File: src/rtl/pix_stream_pkg.sv
// rtl/pix_stream_pkg.sv - shared types and frame defaults for the pixel stream path
package pix_stream_pkg;

  localparam int FRAME_W = 640;
  localparam int FRAME_H = 360;
  localparam int PIX_W   = 8;

  typedef enum logic [1:0] {IDLE, RUN, DRAIN} tx_state_e;

  typedef struct packed {
    logic sof;
    logic eol;
    logic eof;
  } pix_marker_t;

endpackage

File: src/rtl/pix_fifo2.sv
// rtl/pix_fifo2.sv - 2-entry register FIFO with occupancy count and flush
module pix_fifo2 #(
  parameter int DW = 8
) (
  input  logic          clk_i,
  input  logic          rst_i,
  input  logic          flush_i,
  input  logic          wr_en_i,
  input  logic [DW-1:0] wr_data_i,
  input  logic          rd_en_i,
  output logic [DW-1:0] rd_data_o,
  output logic [1:0]    count_o
);

  logic [DW-1:0] mem_q [2];
  logic          wr_ptr_q;
  logic          rd_ptr_q;
  logic [1:0]    count_q;

  always_ff @(posedge clk_i or posedge rst_i) begin
    if (rst_i) begin
      mem_q[0] <= '0;
      mem_q[1] <= '0;
      wr_ptr_q <= 1'b0;
      rd_ptr_q <= 1'b0;
      count_q  <= 2'd0;
    end else if (flush_i) begin
      wr_ptr_q <= 1'b0;
      rd_ptr_q <= 1'b0;
      count_q  <= 2'd0;
    end else begin
      if (wr_en_i) begin
        mem_q[wr_ptr_q] <= wr_data_i;
        wr_ptr_q        <= ~wr_ptr_q;
      end
      if (rd_en_i) rd_ptr_q <= ~rd_ptr_q;
      count_q <= count_q + {1'b0, wr_en_i} - {1'b0, rd_en_i};
    end
  end

  assign rd_data_o = mem_q[rd_ptr_q];
  assign count_o   = count_q;

  // The read-issue throttle upstream guarantees these never fire.
  assert property (@(posedge clk_i) disable iff (rst_i)
    !(wr_en_i && !rd_en_i && count_q == 2'd2));
  assert property (@(posedge clk_i) disable iff (rst_i)
    !(rd_en_i && count_q == 2'd0));

endmodule

File: src/rtl/pixel_stream_tx.sv
// rtl/pixel_stream_tx.sv - reads one raster frame from memory and streams it with sof/eol/eof
module pixel_stream_tx #(
  parameter int WIDTH  = pix_stream_pkg::FRAME_W,
  parameter int HEIGHT = pix_stream_pkg::FRAME_H,
  parameter int PIX_W  = pix_stream_pkg::PIX_W,
  parameter int ADDR_W = 18
) (
  input  logic              clk_i,
  input  logic              rst_i,
  input  logic              start_i,
  input  logic              abort_i,
  output logic              busy_o,
  output logic              done_o,
  output logic              mem_rd_en_o,
  output logic [ADDR_W-1:0] mem_addr_o,
  input  logic [PIX_W-1:0]  mem_rdata_i,
  output logic              valid_o,
  input  logic              ready_i,
  output logic [PIX_W-1:0]  pixel_o,
  output logic              sof_o,
  output logic              eol_o,
  output logic              eof_o
);
  import pix_stream_pkg::*;

  localparam int NPIX = WIDTH * HEIGHT;
  localparam int XW   = $clog2(WIDTH + 1);
  localparam int YW   = $clog2(HEIGHT + 1);

  tx_state_e         state_q, state_d;
  logic [ADDR_W-1:0] rd_addr_q, rd_addr_d;
  logic [XW-1:0]     x_q, x_d;
  logic [YW-1:0]     y_q, y_d;
  logic              done_q, done_d;
  logic              inflight_q;
  logic [1:0]        count;
  logic [PIX_W-1:0]  head;
  logic              pop, rd_en, last_rd;
  pix_marker_t       mk;

  assign valid_o = (count != 2'd0);
  assign pop     = valid_o && ready_i;
  assign last_rd = (rd_addr_q == ADDR_W'(NPIX - 1));

  // Count a read already in flight as occupied so the buffer can never overflow.
  assign rd_en = (state_q == RUN) &&
                 (({1'b0, count} + {2'b0, inflight_q}) < (3'd2 + {2'b0, pop}));

  always_comb begin
    mk.sof = valid_o && (x_q == '0) && (y_q == '0);
    mk.eol = valid_o && (x_q == XW'(WIDTH - 1));
    mk.eof = mk.eol && (y_q == YW'(HEIGHT - 1));
  end

  always_comb begin
    state_d   = state_q;
    rd_addr_d = rd_addr_q;
    x_d       = x_q;
    y_d       = y_q;
    done_d    = 1'b0;
    if (rd_en) rd_addr_d = rd_addr_q + ADDR_W'(1);
    if (pop) begin
      if (x_q == XW'(WIDTH - 1)) begin
        x_d = '0;
        y_d = y_q + YW'(1);
      end else begin
        x_d = x_q + XW'(1);
      end
    end
    unique case (state_q)
      IDLE: if (start_i) begin
        state_d   = RUN;
        rd_addr_d = '0;
        x_d       = '0;
        y_d       = '0;
      end
      RUN:  if (rd_en && last_rd) state_d = DRAIN;
      DRAIN: if (pop && mk.eof) begin
        state_d   = IDLE;
        done_d    = 1'b1;
        rd_addr_d = '0;
        x_d       = '0;
        y_d       = '0;
      end
      default: state_d = IDLE;
    endcase
    if (abort_i) begin
      state_d   = IDLE;
      rd_addr_d = '0;
      x_d       = '0;
      y_d       = '0;
      done_d    = 1'b0;
    end
  end

  always_ff @(posedge clk_i or posedge rst_i) begin
    if (rst_i) begin
      state_q    <= IDLE;
      rd_addr_q  <= '0;
      x_q        <= '0;
      y_q        <= '0;
      done_q     <= 1'b0;
      inflight_q <= 1'b0;
    end else begin
      state_q    <= state_d;
      rd_addr_q  <= rd_addr_d;
      x_q        <= x_d;
      y_q        <= y_d;
      done_q     <= done_d;
      inflight_q <= rd_en && !abort_i;
    end
  end

  pix_fifo2 #(.DW(PIX_W)) u_fifo (
    .clk_i     (clk_i),
    .rst_i     (rst_i),
    .flush_i   (abort_i),
    .wr_en_i   (inflight_q),
    .wr_data_i (mem_rdata_i),
    .rd_en_i   (pop),
    .rd_data_o (head),
    .count_o   (count)
  );

  assign busy_o      = (state_q != IDLE);
  assign done_o      = done_q;
  assign mem_rd_en_o = rd_en;
  assign mem_addr_o  = rd_addr_q;
  assign pixel_o     = valid_o ? head : '0;
  assign sof_o       = mk.sof;
  assign eol_o       = mk.eol;
  assign eof_o       = mk.eof;

endmodule

File: config.mk
export PLATFORM = sky130hd
export DESIGN_NAME = pixel_stream_tx
export DESIGN_NICKNAME = d
export VERILOG_FILES = /design/src/rtl/pix_stream_pkg.sv /design/src/rtl/pix_fifo2.sv /design/src/rtl/pixel_stream_tx.sv
export SDC_FILE = /design/constraint.sdc
export NUM_CORES = 1
export LEC_CHECK = 0
export CAP_MARGIN = 20
export CORE_ASPECT_RATIO = 0.75
export CORE_MARGIN = 2
export CORE_UTILIZATION = 59
export CTS_CLUSTER_DIAMETER = 80
export DETAILED_ROUTE_END_ITERATION = 12
export GPL_ROUTABILITY_DRIVEN = 0
export PLACE_DENSITY = 0.89
export RECOVER_POWER = 50
export SYNTH_ARGS = -nofsm -noshare
export SYNTH_HDL_FRONTEND = slang
export SYNTH_HIERARCHICAL = 1
export SYNTH_SLANG_ARGS = --single-unit
File: constraint.sdc
create_clock -name clk_i -period 6.5 [get_ports clk_i]
set_clock_uncertainty 0.05 [all_clocks]
set_input_delay 1.3 -clock clk_i [delete_from_list [all_inputs] [get_ports clk_i]]
set_output_delay 1.3 -clock clk_i [all_outputs]
set_load 0.01 [all_outputs]
==> qor.csv <==
metric,value,unit
status,finished with violations,
failing checks,"capacitance limit, slew limit",
reg2reg path depth,7,
via count,2425,
clock root buffer,clkbuf_8,
# rows,23,
Total GRT Usage,25.4,%
fin crit period,4830,ps
cts repair resizes,0,
mean area per synthesized cell,10.4,um^2
RSZ-0062 raised after global routing,false,
worst-path maximum fanout,16,
critical path capture point type,output pin,
Pleak,1.69,nW
worst slew pin tran,2130,ps
# setup viols final,0,
# port buffers,45,
GRT Residual Overflow,0,
Final Hold Fails,0,
"Reg clk slew, reported paths",60,ps
global-route wire length before repair,11300,um
largest net degree at the start of global routing,42,
synth unique cells,39,
vias per inst,5.56,
core footprint,0.00530,mm^2
share of layout cells above drive strength 1,13.0,%
DR WL/cell,15.7,um
total CTS buffers,9,
dpl hpwl,4760,um
area grow syn2layout,22.5,%
Synth area leaders,"dfrtp_1 48%, mux2_2 8.5%, xor2_1 6.6%",
CTS sink count,61,
final setup TNS,0,ps
Syn Std Cell Area,0.00319,mm^2
H-tree levels,3,
post-synth top area share,47.8,%
R2R setup slack,4040,ps
Die Area,0.00602,mm^2
CTS tree,yes,
CTS hold repair buffers,0,
Worst EP required,5150,ps
Hold Path Sink,u_fifo/mem_q[3]$_DFFE_PP0P_,
vias in the first global route,2364,
initial antenna violation count,0,
drt total wl,6860,um
Synth Register Bits,61,
worst r2r src,u_fifo/count_o[1]$_DFF_PP0_,
Cells after Synth,308,
maximum clock rate,0.207,GHz
Max-Cap Viols,1,
PD cells,284,mW/mm^2
Yosys warnings,6,
Final ANT Viol Nets,0,
relative slew slack,-42.2,%
n_diodes,0,
fin nets,378,
Die Width,89.0,um
# DRC,0,
Critical Path Start Type,input port,
share of the yosys chip area belonging to registers,47.8,%
overall power,1.11,mW
Setup Buffers After CTS,0,
Clock Latency Late Sink,350,ps
"non-filler cells, final",436,
"Slew Viols, Final",42,
Post-synth EDFFs,0,
Final Cycle Share,74.3,%
ys async rst share,100,%
hold path startpoint,u_fifo/mem_q[3]$_DFFE_PP0P_,
initial core utilization,60.3,%
syn_nets,330,
"Primary FF master, synth",dfrtp_1,
First DRT Iteration DRCs,149,
DR pass1 iterations,4,
largest area contributor in the netlist,dfrtp_1,
dpl cells,420,
Tightest Hold Check Type,register to register,
CP Class,input port to output pin,
WHS Path Cells,1,
R2R Path End,mem_addr_o[8]$_DFF_PP0_,
clock buffer depth,2,
maximum vdd drop,204,uV
IO Pins,46,
Die Height,67.7,um
Critical Path AT,3480,ps
[registers in the layout (all words and copies together) (netlist names)]
| signal | count |
|---|---|
| y_q | 9 |
| inflight_q | 1 |
| state_q | 2 |
| u_fifo/count_o | 2 |
| u_fifo/wr_ptr_q | 1 |
| x_q | 10 |
| mem_addr_o | 18 |
| u_fifo/rd_ptr_q | 1 |
| u_fifo/mem_q | 16 |
| done_o | 1 |
[how the worst max path moves through the flow]
stage               startpoint           to  slack (ps)  cells past startpoint
CTS                    ready_i  mem_rd_en_o        1870                      6
finish                 ready_i  mem_rd_en_o        1670                      6
detailed placement     ready_i  mem_rd_en_o        1900                      6
floorplan              ready_i  mem_rd_en_o        3240                      4
global route           ready_i  mem_rd_en_o        1520                      6
global placement       ready_i  mem_rd_en_o        1910                      6
[critical path, cell delays in order]
cell,delay (ps)
dlygate4sd3_1,520
o21ai_0,200
o21ai_2,600
nand2_1,240
inv_1,100
clkdlybuf4s50_1,530
[cells in the final DEF (no fill, tap or decap), types with 9 or more instances in the layout]
master	instances
a21oi_1	9
clkbuf_8	12
clkdlybuf4s50_1	40
dfrtp_1	61
ha_1	9
inv_1	12
mux2_2	24
nand2_1	24
nand3_1	13
nand4_1	16
nor2_1	43
nor2b_1	9
xor2_1	24
[cells by family (layout without fill, tap and decap cells)]
kind of cell               after synthesis  after routing  share of synthesized area, %
AOI/OAI and AO/OA                       16             16                          3.09
xor gates and xnor gates                33             33                          9.48
adders and majority gates                9              9                          3.53
buffers and inverters                   22             75                          3.13
DFF                                     61             61                          47.8
muxes                                   24             24                          8.46
and+or+nand+nor                        143            143                          24.5
[routing by layer]
metal | part of all wire [%] | GRT usage [%] | up-vias
met4 | 1.7 | 8.96 | 0
met2 | 49 | 41.9 | 61
met1 | 45 | 32.1 | 1190
li1 | - | - | 1161
met3 | 4.6 | 7.58 | 13
met5 | 0 | 0 | -
[Yosys cell counts, drive strengths merged, types with 3 or more instances]
library cell  count
nor2b             9
nor3b             3
xnor2             8
buf               8
dfrtp            61
a21oi             9
inv              12
o21ai             4
xor2             24
nand3            13
nor3              8
nand4            16
mux2             24
nand3b            3
and4              4
ha                9
and3              6
nor4              4
nor2             43
nand2            24
[stage by stage]
stage	setup WS (ps)	hold slack, ps	utilization (%)	instance area [um^2]
after CTS	1870	459	74.2	3930
after global placement	1910	431	69.7	3690
final	1670	453	73.9	3910
after floorplan	3240	424	-	3190
after detailed placement	1900	442	70.2	3720
after global routing	1520	475	73.9	3910
[power by group]
group,internal (mW),switching [mW]
logic,0.160,0.128
registers,0.431,0.0376
clock network,0.208,0.147
[area by class of cell]
| type | instances | area [um^2] |
|---|---|---|
| Clock buffer | 13 | 169 |
| Clock inverter | 3 | 42.5 |
| Fill cell | 383 | 1380 |
| Inverter | 12 | 45.0 |
| Multi-Input combinational cell | 225 | 1550 |
| Sequential cell | 61 | 1530 |
| Tap cell | 75 | 93.8 |
| Timing Repair Buffer | 47 | 482 |
Note: power is estimated with default switching activity, not from simulation.
